--- src/rtl/fetch_stage_pkg.sv ---
// Shared RV32I fetch definitions: reset PC, NOP encoding, instruction field
// positions and the (pc, instr) bundle carried from fetch to decode.
package fetch_stage_pkg;

  localparam logic [31:0] RESET_PC_DEF = 32'h0000_0000;
  localparam logic [31:0] NOP_INSTR    = 32'h0000_0013;

  localparam int OPC_LSB = 0;
  localparam int OPC_W   = 7;
  localparam int F3_LSB  = 12;
  localparam int F3_W    = 3;
  localparam int F7_LSB  = 25;
  localparam int F7_W    = 7;

  typedef struct packed {
    logic [31:0] pc;
    logic [31:0] instr;
  } fetch_bundle_t;

endpackage

--- src/rtl/fetch_stage_queue.sv ---
// fetch_queue: in-order synchronous FIFO for fetch bundles. A flush in the
// same cycle as a push leaves exactly the pushed entry in the queue.
module fetch_queue #(
  parameter int             DEPTH   = 2,
  parameter int             W       = 64,
  parameter logic [W-1:0]   RST_VAL = '0
) (
  input  logic                     clk,
  input  logic                     rst_n,
  input  logic                     push,
  input  logic [W-1:0]             push_data,
  input  logic                     pop,
  input  logic                     flush,
  output logic [W-1:0]             head,
  output logic                     full,
  output logic                     empty,
  output logic [$clog2(DEPTH):0]   count
);
  localparam int AW = $clog2(DEPTH);

  logic [W-1:0]  r_mem [DEPTH];
  logic [AW-1:0] r_wr, r_rd;
  logic [AW:0]   r_cnt;

  always_ff @(posedge clk or negedge rst_n) begin
    if (!rst_n) begin
      for (int i = 0; i < DEPTH; i++) r_mem[i] <= RST_VAL;
      r_wr  <= '0;
      r_rd  <= '0;
      r_cnt <= '0;
    end else if (flush) begin
      r_rd  <= '0;
      r_wr  <= push ? AW'(1) : '0;
      r_cnt <= push ? (AW+1)'(1) : '0;
      if (push) r_mem[0] <= push_data;
    end else begin
      if (push) begin
        r_mem[r_wr] <= push_data;
        r_wr        <= r_wr + AW'(1);
      end
      if (pop) r_rd <= r_rd + AW'(1);
      r_cnt <= r_cnt + (AW+1)'(push) - (AW+1)'(pop);
    end
  end

  assign head  = r_mem[r_rd];
  assign full  = (r_cnt == (AW+1)'(DEPTH));
  assign empty = (r_cnt == '0);
  assign count = r_cnt;

endmodule

--- src/rtl/fetch_stage.sv ---
// RV32I instruction-fetch stage: PC, credit-limited imem requests, bundle queue.
// Optional FETCH_ALIGN_CHECK_EN: misaligned redirect emits a flagged NOP and halts fetch.
module fetch_stage
  import fetch_stage_pkg::*;
#(
  parameter logic [31:0] RESET_PC   = RESET_PC_DEF,
  parameter int          FIFO_DEPTH = 2
) (
  input  logic        clk,
  input  logic        rst_n,
  output logic        imem_req_valid,
  input  logic        imem_req_ready,
  output logic [31:0] imem_req_addr,
  input  logic        imem_rsp_valid,
  input  logic [31:0] imem_rsp_data,
  input  logic        redirect_valid,
  input  logic [31:0] redirect_pc,
  output logic        id_valid,
  input  logic        id_ready,
  output logic [31:0] id_pc,
  output logic [31:0] id_instr,
  output logic [6:0]  id_opcode,
  output logic [2:0]  id_funct3,
  output logic [6:0]  id_funct7
`ifdef FETCH_ALIGN_CHECK_EN
  ,output logic       id_misaligned
`endif
);
  localparam int CW = $clog2(FIFO_DEPTH) + 1;
`ifdef FETCH_ALIGN_CHECK_EN
  localparam int QW = $bits(fetch_bundle_t) + 1;
`else
  localparam int QW = $bits(fetch_bundle_t);
`endif

  logic          r_active;
  logic [31:0]   r_pc, r_rsp_pc;
  logic [CW-1:0] r_outst, r_drop;
  logic [CW-1:0] w_count;
  logic [CW:0]   w_credit;
  logic          w_full, w_empty, w_halt, w_mis_redir;
  logic          w_pop, w_push, w_enq, w_req_fire, w_drop_rsp;
  logic [31:0]   w_redir_pc;
  fetch_bundle_t w_push_b, w_head_b;
  logic [QW-1:0] w_push_d, w_head_d;

  assign w_redir_pc = redirect_pc & 32'hFFFF_FFFC;
  assign w_pop      = id_valid & id_ready & ~redirect_valid;

  // A bundle leaving the queue this cycle frees a slot for a request issued now.
  assign w_credit = {1'b0, r_outst} + {1'b0, w_count} - {{CW{1'b0}}, id_valid & id_ready};
  assign imem_req_valid = r_active & ~redirect_valid & ~w_halt
                        & (w_credit < (CW+1)'(FIFO_DEPTH));
  assign imem_req_addr  = r_pc;
  assign w_req_fire     = imem_req_valid & imem_req_ready;

  assign w_drop_rsp = imem_rsp_valid & (r_drop != '0);
  assign w_enq      = imem_rsp_valid & (r_drop == '0) & ~redirect_valid & (~w_full | w_pop);
  assign w_push     = w_enq | w_mis_redir;

  assign w_push_b.pc    = w_mis_redir ? redirect_pc : r_rsp_pc;
  assign w_push_b.instr = w_mis_redir ? NOP_INSTR   : imem_rsp_data;

`ifdef FETCH_ALIGN_CHECK_EN
  logic r_halt;
  assign w_mis_redir = redirect_valid & (redirect_pc[1:0] != 2'b00);
  assign w_halt      = r_halt;
  always_ff @(posedge clk or negedge rst_n) begin
    if (!rst_n)              r_halt <= 1'b0;
    else if (redirect_valid) r_halt <= w_mis_redir;
  end
  assign w_push_d      = {w_mis_redir, w_push_b};
  assign w_head_b      = w_head_d[$bits(fetch_bundle_t)-1:0];
  assign id_misaligned = w_head_d[QW-1];
`else
  assign w_mis_redir = 1'b0;
  assign w_halt      = 1'b0;
  assign w_push_d    = w_push_b;
  assign w_head_b    = w_head_d;
`endif

  always_ff @(posedge clk or negedge rst_n) begin
    if (!rst_n) begin
      r_active <= 1'b0;
      r_pc     <= RESET_PC;
      r_rsp_pc <= RESET_PC;
      r_outst  <= '0;
      r_drop   <= '0;
    end else begin
      r_active <= 1'b1;
      if (redirect_valid) begin
        // Everything still in flight belongs to the abandoned path.
        r_pc     <= w_redir_pc;
        r_rsp_pc <= w_redir_pc;
        r_outst  <= r_outst - CW'(imem_rsp_valid);
        r_drop   <= r_outst - CW'(imem_rsp_valid);
      end else begin
        if (w_req_fire) r_pc     <= r_pc + 32'd4;
        if (w_enq)      r_rsp_pc <= r_rsp_pc + 32'd4;
        if (w_drop_rsp) r_drop   <= r_drop - CW'(1);
        r_outst <= r_outst + CW'(w_req_fire) - CW'(imem_rsp_valid);
      end
    end
  end

  fetch_queue #(
    .DEPTH   (FIFO_DEPTH),
    .W       (QW),
    .RST_VAL (QW'({RESET_PC, 32'h0000_0000}))
  ) u_queue (
    .clk       (clk),
    .rst_n     (rst_n),
    .push      (w_push),
    .push_data (w_push_d),
    .pop       (w_pop),
    .flush     (redirect_valid),
    .head      (w_head_d),
    .full      (w_full),
    .empty     (w_empty),
    .count     (w_count)
  );

  assign id_valid  = ~w_empty;
  assign id_pc     = w_head_b.pc;
  assign id_instr  = w_head_b.instr;
  assign id_opcode = w_head_b.instr[OPC_LSB +: OPC_W];
  assign id_funct3 = w_head_b.instr[F3_LSB +: F3_W];
  assign id_funct7 = w_head_b.instr[F7_LSB +: F7_W];

endmodule

--- config.mk ---
export PLATFORM = sky130hd
export DESIGN_NAME = fetch_stage
export DESIGN_NICKNAME = d
export VERILOG_FILES = /design/src/rtl/fetch_stage_pkg.sv /design/src/rtl/fetch_stage_queue.sv /design/src/rtl/fetch_stage.sv
export SDC_FILE = /design/constraint.sdc
export NUM_CORES = 1
export LEC_CHECK = 0
export CORE_MARGIN = 4
export CORE_UTILIZATION = 56
export DETAILED_ROUTE_END_ITERATION = 8
export PLACE_DENSITY = 0.95
export SKIP_CTS_REPAIR_TIMING = 1
export SLEW_MARGIN = 20
export SYNTH_ARGS = -nofsm -noshare
export SYNTH_HDL_FRONTEND = slang
export SYNTH_SLANG_ARGS = --single-unit
--- constraint.sdc ---
create_clock -name clk -period 5.3 [get_ports clk]
set_clock_uncertainty 0.1 [all_clocks]
set_input_delay 1.06 -clock clk [delete_from_list [all_inputs] [get_ports clk]]
set_output_delay 1.06 -clock clk [all_outputs]
set_load 0.02 [all_outputs]
==> run summary, run 1 <==
STA classifies the critical path startpoint as an input port. The worst setup path is captured at an output port. The Yosys step of the flow raised 0 warnings. Setup violations remaining at the end of the flow were counted as 0.

The run gives 0 as the antenna cell count. The number of buffers inserted during clock tree synthesis was 17. The critical path goes through clkdlybuf4s50_1 > nand2_1 > inv_1 > ha_1 > nand2b_1 > fa_1 > xnor2_1 > nor2_1 > clkdlybuf4s50_1.

Of all flip-flops after synthesis, the portion carrying an async set or reset was 100%. The clock network latency to the later pin of the worst-skew pair is 0.43 ns. The tools report the total detailed-routing wirelength as 23,400 microns. The library cell used most frequently in the layout, excluding fill and tap cells, is dfrtp_1.

The share of total power in the clock network is 21.6%. The largest driver fanout on the critical path is 6, and the part of the Yosys area used for sequential elements is 50.8%. The most used flip-flop cell after synthesis was dfrtp_1. The count of standard-cell rows was 47; the global-route usage over all layers was 24.3%. The cell area that synthesis handed to floorplanning was 9560 sq um. Summed over all nets, the switching power comes to 1.98 mW. VDD sags by at most 330 uV. The count of nets left with antenna violations once routing finished came out at 0.

The synthesized design contains 194 register bits. Entering global routing, the biggest net connects 108 pins. The wire-length estimate of the detail-placed layout is 16,100 microns. The time the final worst path needs with I/O delays and setup was 4.81 ns.

The final core utilization came out at 72.1%. The most numerous cell type found on the critical path is clkdlybuf4s50_1. Registers take 4860 sq um. The number of clock sinks came out at 194.

The final layout contains 1,044 nets. The kind of cell adding the most delay to the critical path was buffers and inverters. Combinational cells account for 40.2% of the total power.

The average wire per cell in the routed design is 19.5 microns, and the area growth from synthesis to final layout is 25.5%. The pre-antenna-repair detailed-routing pass consisted of 5 iterations. The buffers plus inverters on the worst setup path is 3. Timing analysis after detailed placement gives a worst setup slack of 0.530 ns. The critical path in this run is classified as in2out. Using the TritonRoute via totals, the vias-per-cell ratio works out to 6.04.

For this run the aggregate overflow at the end of global routing stands at 0. Data on the critical path is required at its endpoint by 4.14 ns. The first global-routing pass estimated 38,400 microns of wire. The via count of the first global-routing pass came out at 7,565. After the first detailed-routing iteration, the DRC count stood at 559.

The logs give 0.488 ns for the post-route worst setup slack and 2 for the maximum count of clock buffers along a single path. At the end of routability-driven placement, the weighted congestion stood at 0.880. The post-route netlist has 24.4% of its cells at a drive strength greater than 1.

The arrival time of data at the critical path endpoint came out at 3.65 ns. The run finished with clean final reports. The routed layout has 7,223 vias. The initial antenna violation count is 0. The die is 139 microns tall.

The tools report the register-to-register path setup slack as 1.90 ns. The tools report the number of distinct library cell variants in the gate-level netlist after synthesis as 60. In this run, flip-flops and latches consume 38.2% of the power. The number of synthesized flops with an enable pin is 0, and the fill cell total of the finished layout is 1,146. The worst min-delay path category is reg2reg. The number of placed I/O pins was 185.

The die is 139 microns wide. Power spread over the standard cell area amounts to 500 nW/um^2. The die covers 19,200 sq um. TritonCTS built the clock tree. Number of failing hold endpoints at the final stage: 0. Starting density of the core: 57.5%. The setup TNS after final layout is 0 ns. The footprint of the multi-input gates came out at 4300 sq um. After clock tree synthesis, the clock-pin slew on the worst setup and hold paths is 0.06 ns. The number of pins with negative max-slew slack in the final report is 0. Transition time of the tightest slew-check pin: 0.858 ns. The cell at the root of the clock tree was clkbuf_16. Switching part of the total: 33.0%.

Static timing analysis puts the maximum clock frequency at 208 MHz. Worst-case headroom to the max-slew limit: 42.8%. Master of the slowest instance on the critical path: clkdlybuf4s50_1. The internal portion of the total power is 4.02 mW.

Setup repair after global routing left no endpoint under its margin. The share of the clock period used by the worst path works out to 90.8%. The tools report the total number of H-tree levels as 4. After detailed routing, the number of remaining DRC violations is 0. For this design the static power due to leakage is 5.18 nW. On the worst path, the slowest cell contributes a delay of 0.56 ns. Averaged over all synthesized cells, the footprint is 11.7 sq um.

In the layout the commonest cells are dfrtp_1 (193), mux2_2 (178), clkdlybuf4s50_1 (178). The count of maximum capacitance violations was 0. Synthesis produced 814 cells. After floorplanning, the core was sized to cover 16,600 sq um. Buffers placed on the I/O ports in this run total 180.
==> worst paths after layout <==
| kind | end | startpoint | cells after the start |
|---|---|---|---|
| setup / recovery | imem_req_valid | id_ready | 9 |
| hold / removal | u_queue.r_mem[60] | u_queue.r_mem[60] | 2 |
| setup reg to reg | r_outst[1] | u_queue.count[0] | 16 |
| hold reg to reg | u_queue.r_mem[60] | u_queue.r_mem[60] | 2 |
| max in group asynchronous | u_queue.r_mem[65] | rst_n | 2 |
| min in group asynchronous | u_queue.count[0] | rst_n | 1 |
==> power groups by stage <==
stage               clock network (mW)  registers [mW]  logic, mW
CTS                               1.32            2.29       2.44
detailed placement                   0            2.31       2.42
floorplan                            0            2.22       1.54
finish                            1.30            2.29       2.41
global route                      1.37            2.36       2.58
global placement                     0            2.27       2.37
==> stage by stage <==
step | total power, mW | hold WS, ns | area [sq um] | cells
final | 6.00 | 0.380 | 12000 | 1195
after global routing | 6.30 | 0.404 | 12000 | 1195
after CTS | 6.04 | 0.382 | 12000 | 1195
after detailed placement | 4.74 | 0.365 | 11400 | 1164
after global placement | 4.64 | 0.357 | 11400 | 1164
after floorplan | 3.76 | 0.344 | 9570 | 815
==> state kept, by name, indices dropped and copies added, names as in the netlist <==
| register | flops |
|---|---|
| u_queue.r_mem | 125 |
| imem_req_addr | 30 |
| r_rsp_pc | 30 |
| r_drop | 2 |
| r_outst | 2 |
| u_queue.count | 2 |
| r_active | 1 |
| u_queue.r_rd | 1 |
| u_queue.r_wr | 1 |
==> cell usage after synthesis, types with 5 or more instances <==
library cell / number / area (sq um)
and2_1: 5 / 31.3
a31oi_1: 6 / 37.5
buf_2: 17 / 85.1
a221o_1: 5 / 50.1
clkbuf_1: 21 / 78.8
inv_1: 18 / 67.6
xor2_1: 9 / 78.8
o211ai_1: 16 / 120
nor2_1: 26 / 97.6
a21oi_1: 5 / 25.0
dfrtp_1: 194 / 4850
o311ai_0: 19 / 166
nand2_1: 71 / 267
ha_1: 10 / 125
xnor2_1: 10 / 87.6
nand3_1: 41 / 205
o21ai_0: 33 / 165
and3_1: 11 / 68.8
nand4_1: 21 / 131
buf_4: 21 / 158
and4_1: 5 / 43.8
mux2_2: 178 / 2000
or3_1: 5 / 31.3
==> per-layer routing <==
metal	global-route usage, %	wire length [microns]
met1	29.6	9320
met2	42.4	12000
met3	4.97	1320
met4	10.1	738
met5	0	0
==> layout make-up <==
cell class | instances | area share [%]
clock buffer | 21 | 3.75
clock inverter | 10 | 1.12
inverter | 20 | 0.626
multi-input combinational | 539 | 35.9
sequential | 194 | 40.5
tap | 220 | 2.29
timing repair buffer | 191 | 15.9
==> cells by family after synthesis <==
family | count (synthesis) | share of synthesized area (%)
AO/OA/AOI/OAI | 103 | 7.81
multiplexers | 185 | 21.7
AND/OR/NAND/NOR | 218 | 12.0
other | 2 | 0.0785
buffers and inverters | 82 | 4.34
XOR/XNOR | 19 | 1.74
flip-flops | 194 | 50.8
adder cells (fa/ha/maj) | 11 | 1.52
==> tightest hold or removal path, delay by kind of cell, from the launching register on <==
family / cells / cell delay, ns
flops: 1 / 0.34
compound gates: 1 / 0.06
simple gates: 1 / 0.05
Power figures use the tool's default switching activity.
==> run 2: changes to the inputs <==
- MAX_ROUTING_LAYER: default -> met4
==> run 2 against run 1 <==
  * Sequential share of layout area unchanged
  * Clock power about the same
  * Non-clock buffer count unchanged
  * Critical path depth is the same
  * Total power about the same
  * Global-route usage up 0.73 points
  * Combinational power hardly changed
  * Setup slack gained 0.0021 ns
  * Highest routed layer unchanged
  * Via count rose by 0.48%
==> run summary, run 2 (synthesis gave the netlist of run 1 again) <==
Global routing consumed, over all layers together, 25.1% of the routing resources. The largest driver fanout on the critical path is 6, and the switching part of the total is 33.0%. The flip-flop count of the largest register after layout was 125. The number of failing hold endpoints at the final stage is 0, and the chip height is 139 microns. The number of cells on the worst hold path came out at 2. Number of nets in the layout: 1,044. The tools report the maximum number of pins on one net before global-route repair as 108. The time the final worst path needs with I/O delays and setup is 4.81 ns, and the number of buffers inserted during clock tree synthesis is 17. The initial utilization of the core area, before any placement, comes to 57.5%. The clock network burns 21.6% of the power.

Across all register-to-register paths, the minimum setup slack is 1.88 ns. The first global-routing pass estimated 38,400 microns of wire. The most crowded layer after global routing is met2. The run gives 0 as the number of pins with negative max-slew slack in the final report.

Endpoint of the most critical register-to-register path: r_outst[1]. The combinational group share of total power is 40.1%. Based on the critical path, the design can be clocked at up to 208 MHz.

The share of the clock period used by the worst path was 90.7%; the number of detailed-routing iterations run before antenna repair was 6. The path class of the tightest hold or removal check is reg2reg. For the area of the die, the log shows 19,200 sq um. The critical path contains buffers and inverters numbering 3 combined.

Via count of the first global-routing pass: 7,575. The most frequent cell on the critical path is clkdlybuf4s50_1. The power density of the placed cells came out at 500 nW/um^2. Kind of cell adding the most delay to the critical path: buffers and inverters.

The DRC violation count after routing was 0; the internal power was 4.02 mW. The launch point of the worst hold path is u_queue.r_mem[60]. The number of clock sinks was 194. Setup violations remaining at the end of the flow were counted as 0. The count of nets left with antenna violations once routing finished came out at 0. The initial antenna violation count is 0, and the data required time at the worst endpoint is 4.14 ns. The global-route met2 utilization came out at 42.6%. TritonCTS built the clock tree. The tool flagged a number of max-cap violations equal to 0. CTS built an H-tree with a depth of 4.

The library cell used most frequently in the layout, excluding fill and tap cells, is dfrtp_1. The met3 usage is 4.86%. The finished cells cover 12,000 sq um.

The average wire per cell in the routed design works out to 19.5 microns. The detailed router placed 7,258 vias in this run. The run finished with clean final reports. Per report_power, the sequential group accounts for 38.2% of the total. The leakage power total was 5.18 nW. For this run, the slowest stage of the critical path takes 0.56 ns.

The cell at the root of the clock tree is clkbuf_16. The area growth from synthesis to final layout was 25.5%. Clock-pin slew on the worst setup and hold paths: 0.06 ns. Input and output buffers added on the ports amount to 180. In this run the deepest clock path goes through 2 buffers.

The run gives 185 as the number of placed I/O pins. The tools report the met1 track demand over resource in global routing as 29.5%. After floorplanning, the core was sized to cover 16,600 sq um. At the end of the flow the core is filled with cells to 72.1%. STA classifies the critical path startpoint as an input port.

The largest individual stage delay along the critical path comes from the cell clkdlybuf4s50_1. The die is 139 microns wide. For this block, the initial DRC count from the detailed router was 528. Detailed placement finished with a half-perimeter wire length of 16,100 microns.

Across the whole layout, storage elements account for 4860 sq um. The worst register-to-register path has a depth of 16. The clock network latency to the later pin of the worst-skew pair was 0.43 ns. After global routing the overflow that remains totals 0.

For the total detailed-routing wirelength, the log shows 23,300 microns. The fill cell total of the finished layout is 1,146. For this design the total switching power over the nets is 1.98 mW. Summed over all failing endpoints, the final setup total negative slack is 0 ns. IR analysis of the VDD net gives a maximum drop of 330 uV.

In the final layout, the multi-input gates occupy 4300 sq um. Nature of the critical path endpoint: an output port. Counting flops per register, the top entry is u_queue.r_mem. In the layout the commonest cells are dfrtp_1 (193), mux2_2 (178), clkdlybuf4s50_1 (178).

Setup repair after global routing left no endpoint under its margin. The count of standard-cell rows was 47; the worst-case headroom to the max-slew limit was 42.6%. Traced cell by cell, the critical path runs through clkdlybuf4s50_1 > nand2_1 > inv_1 > ha_1 > nand2b_1 > fa_1 > xnor2_1 > nor2_1 > clkdlybuf4s50_1. Routability-driven placement finished with a final weighted congestion of 0.894. The fraction of layout cells with a size suffix above 1 is 24.4%. The kind of critical path is in2out. Summing all placed instances gives a cell area of 11,400 sq um.

The worst reg2reg path startpoint is u_queue.count[0]. The number of antenna diodes in the final layout is 0. In the routed layout, each cell is associated on average with a via count of 6.07. At the pin with the least slew margin, the transition time is 0.861 ns. The path with the worst hold slack has its endpoint at u_queue.r_mem[60].

Data on the critical path arrives at its endpoint at 3.65 ns.
## run 2: cell counts in the layout (fill, tap and decap cells not counted)
No cell type changed its count.
## run 2: power groups by stage
stage	clock, mW	sequential (mW)	combinational, mW
2_1_floorplan	0	2.22	1.54
3_3_place_gp	0	2.27	2.37
3_5_place_dp	0	2.31	2.42
4_1_cts	1.32	2.29	2.44
5_1_grt	1.37	2.36	2.58
6_report	1.30	2.29	2.41
## run 2: cell type report
class	count	area share, %
Clock buffer	21	3.75
Clock inverter	10	1.12
Inverter	20	0.626
Multi-Input combinational cell	539	35.9
Sequential cell	194	40.5
Tap cell	220	2.29
Timing Repair Buffer	191	15.9
## run 2: worst max-delay path by stage
stage	depth (start not counted)	endpoint	from	slack, ns
finish	9	imem_req_valid	id_ready	0.49
detailed placement	9	imem_req_valid	id_ready	0.53
global route	9	imem_req_valid	id_ready	0.32
CTS	9	imem_req_valid	id_ready	0.50
floorplan	7	imem_req_valid	id_ready	1.60
global placement	9	imem_req_valid	id_ready	0.56
## run 2: worst reg2reg max path, cell delays in order (launching register included)
cell      delay (ns)
dfrtp_1         0.43
inv_1           0.10
nand2_1         0.07
nand2_1         0.11
inv_1           0.06
ha_1            0.26
nand2b_1        0.16
fa_1            0.51
nand4b_1        0.17
nor2_1          0.23
clkinv_1        0.16
ha_1            0.30
inv_1           0.04
ha_1            0.18
xnor2_1         0.12
o21ai_0         0.19
xnor2_1         0.15
## run 2: per-stage QoR
stage | instances | hold WS, ns | setup slack, ns | power (mW)
6_report | 1195 | 0.380 | 0.490 | 6.00
5_1_grt | 1195 | 0.404 | 0.318 | 6.30
4_1_cts | 1195 | 0.382 | 0.504 | 6.04
3_5_place_dp | 1164 | 0.365 | 0.530 | 4.74
3_3_place_gp | 1164 | 0.357 | 0.559 | 4.64
2_1_floorplan | 815 | 0.344 | 1.60 | 3.76
## run 2: metal layers
| metal | vias up | part of all wire, % |
|---|---|---|
| met5 | - | 0 |
| met4 | 0 | 3.1 |
| met3 | 67 | 5.4 |
| met2 | 312 | 51 |
| met1 | 3624 | 40 |
| li1 | 3255 | - |
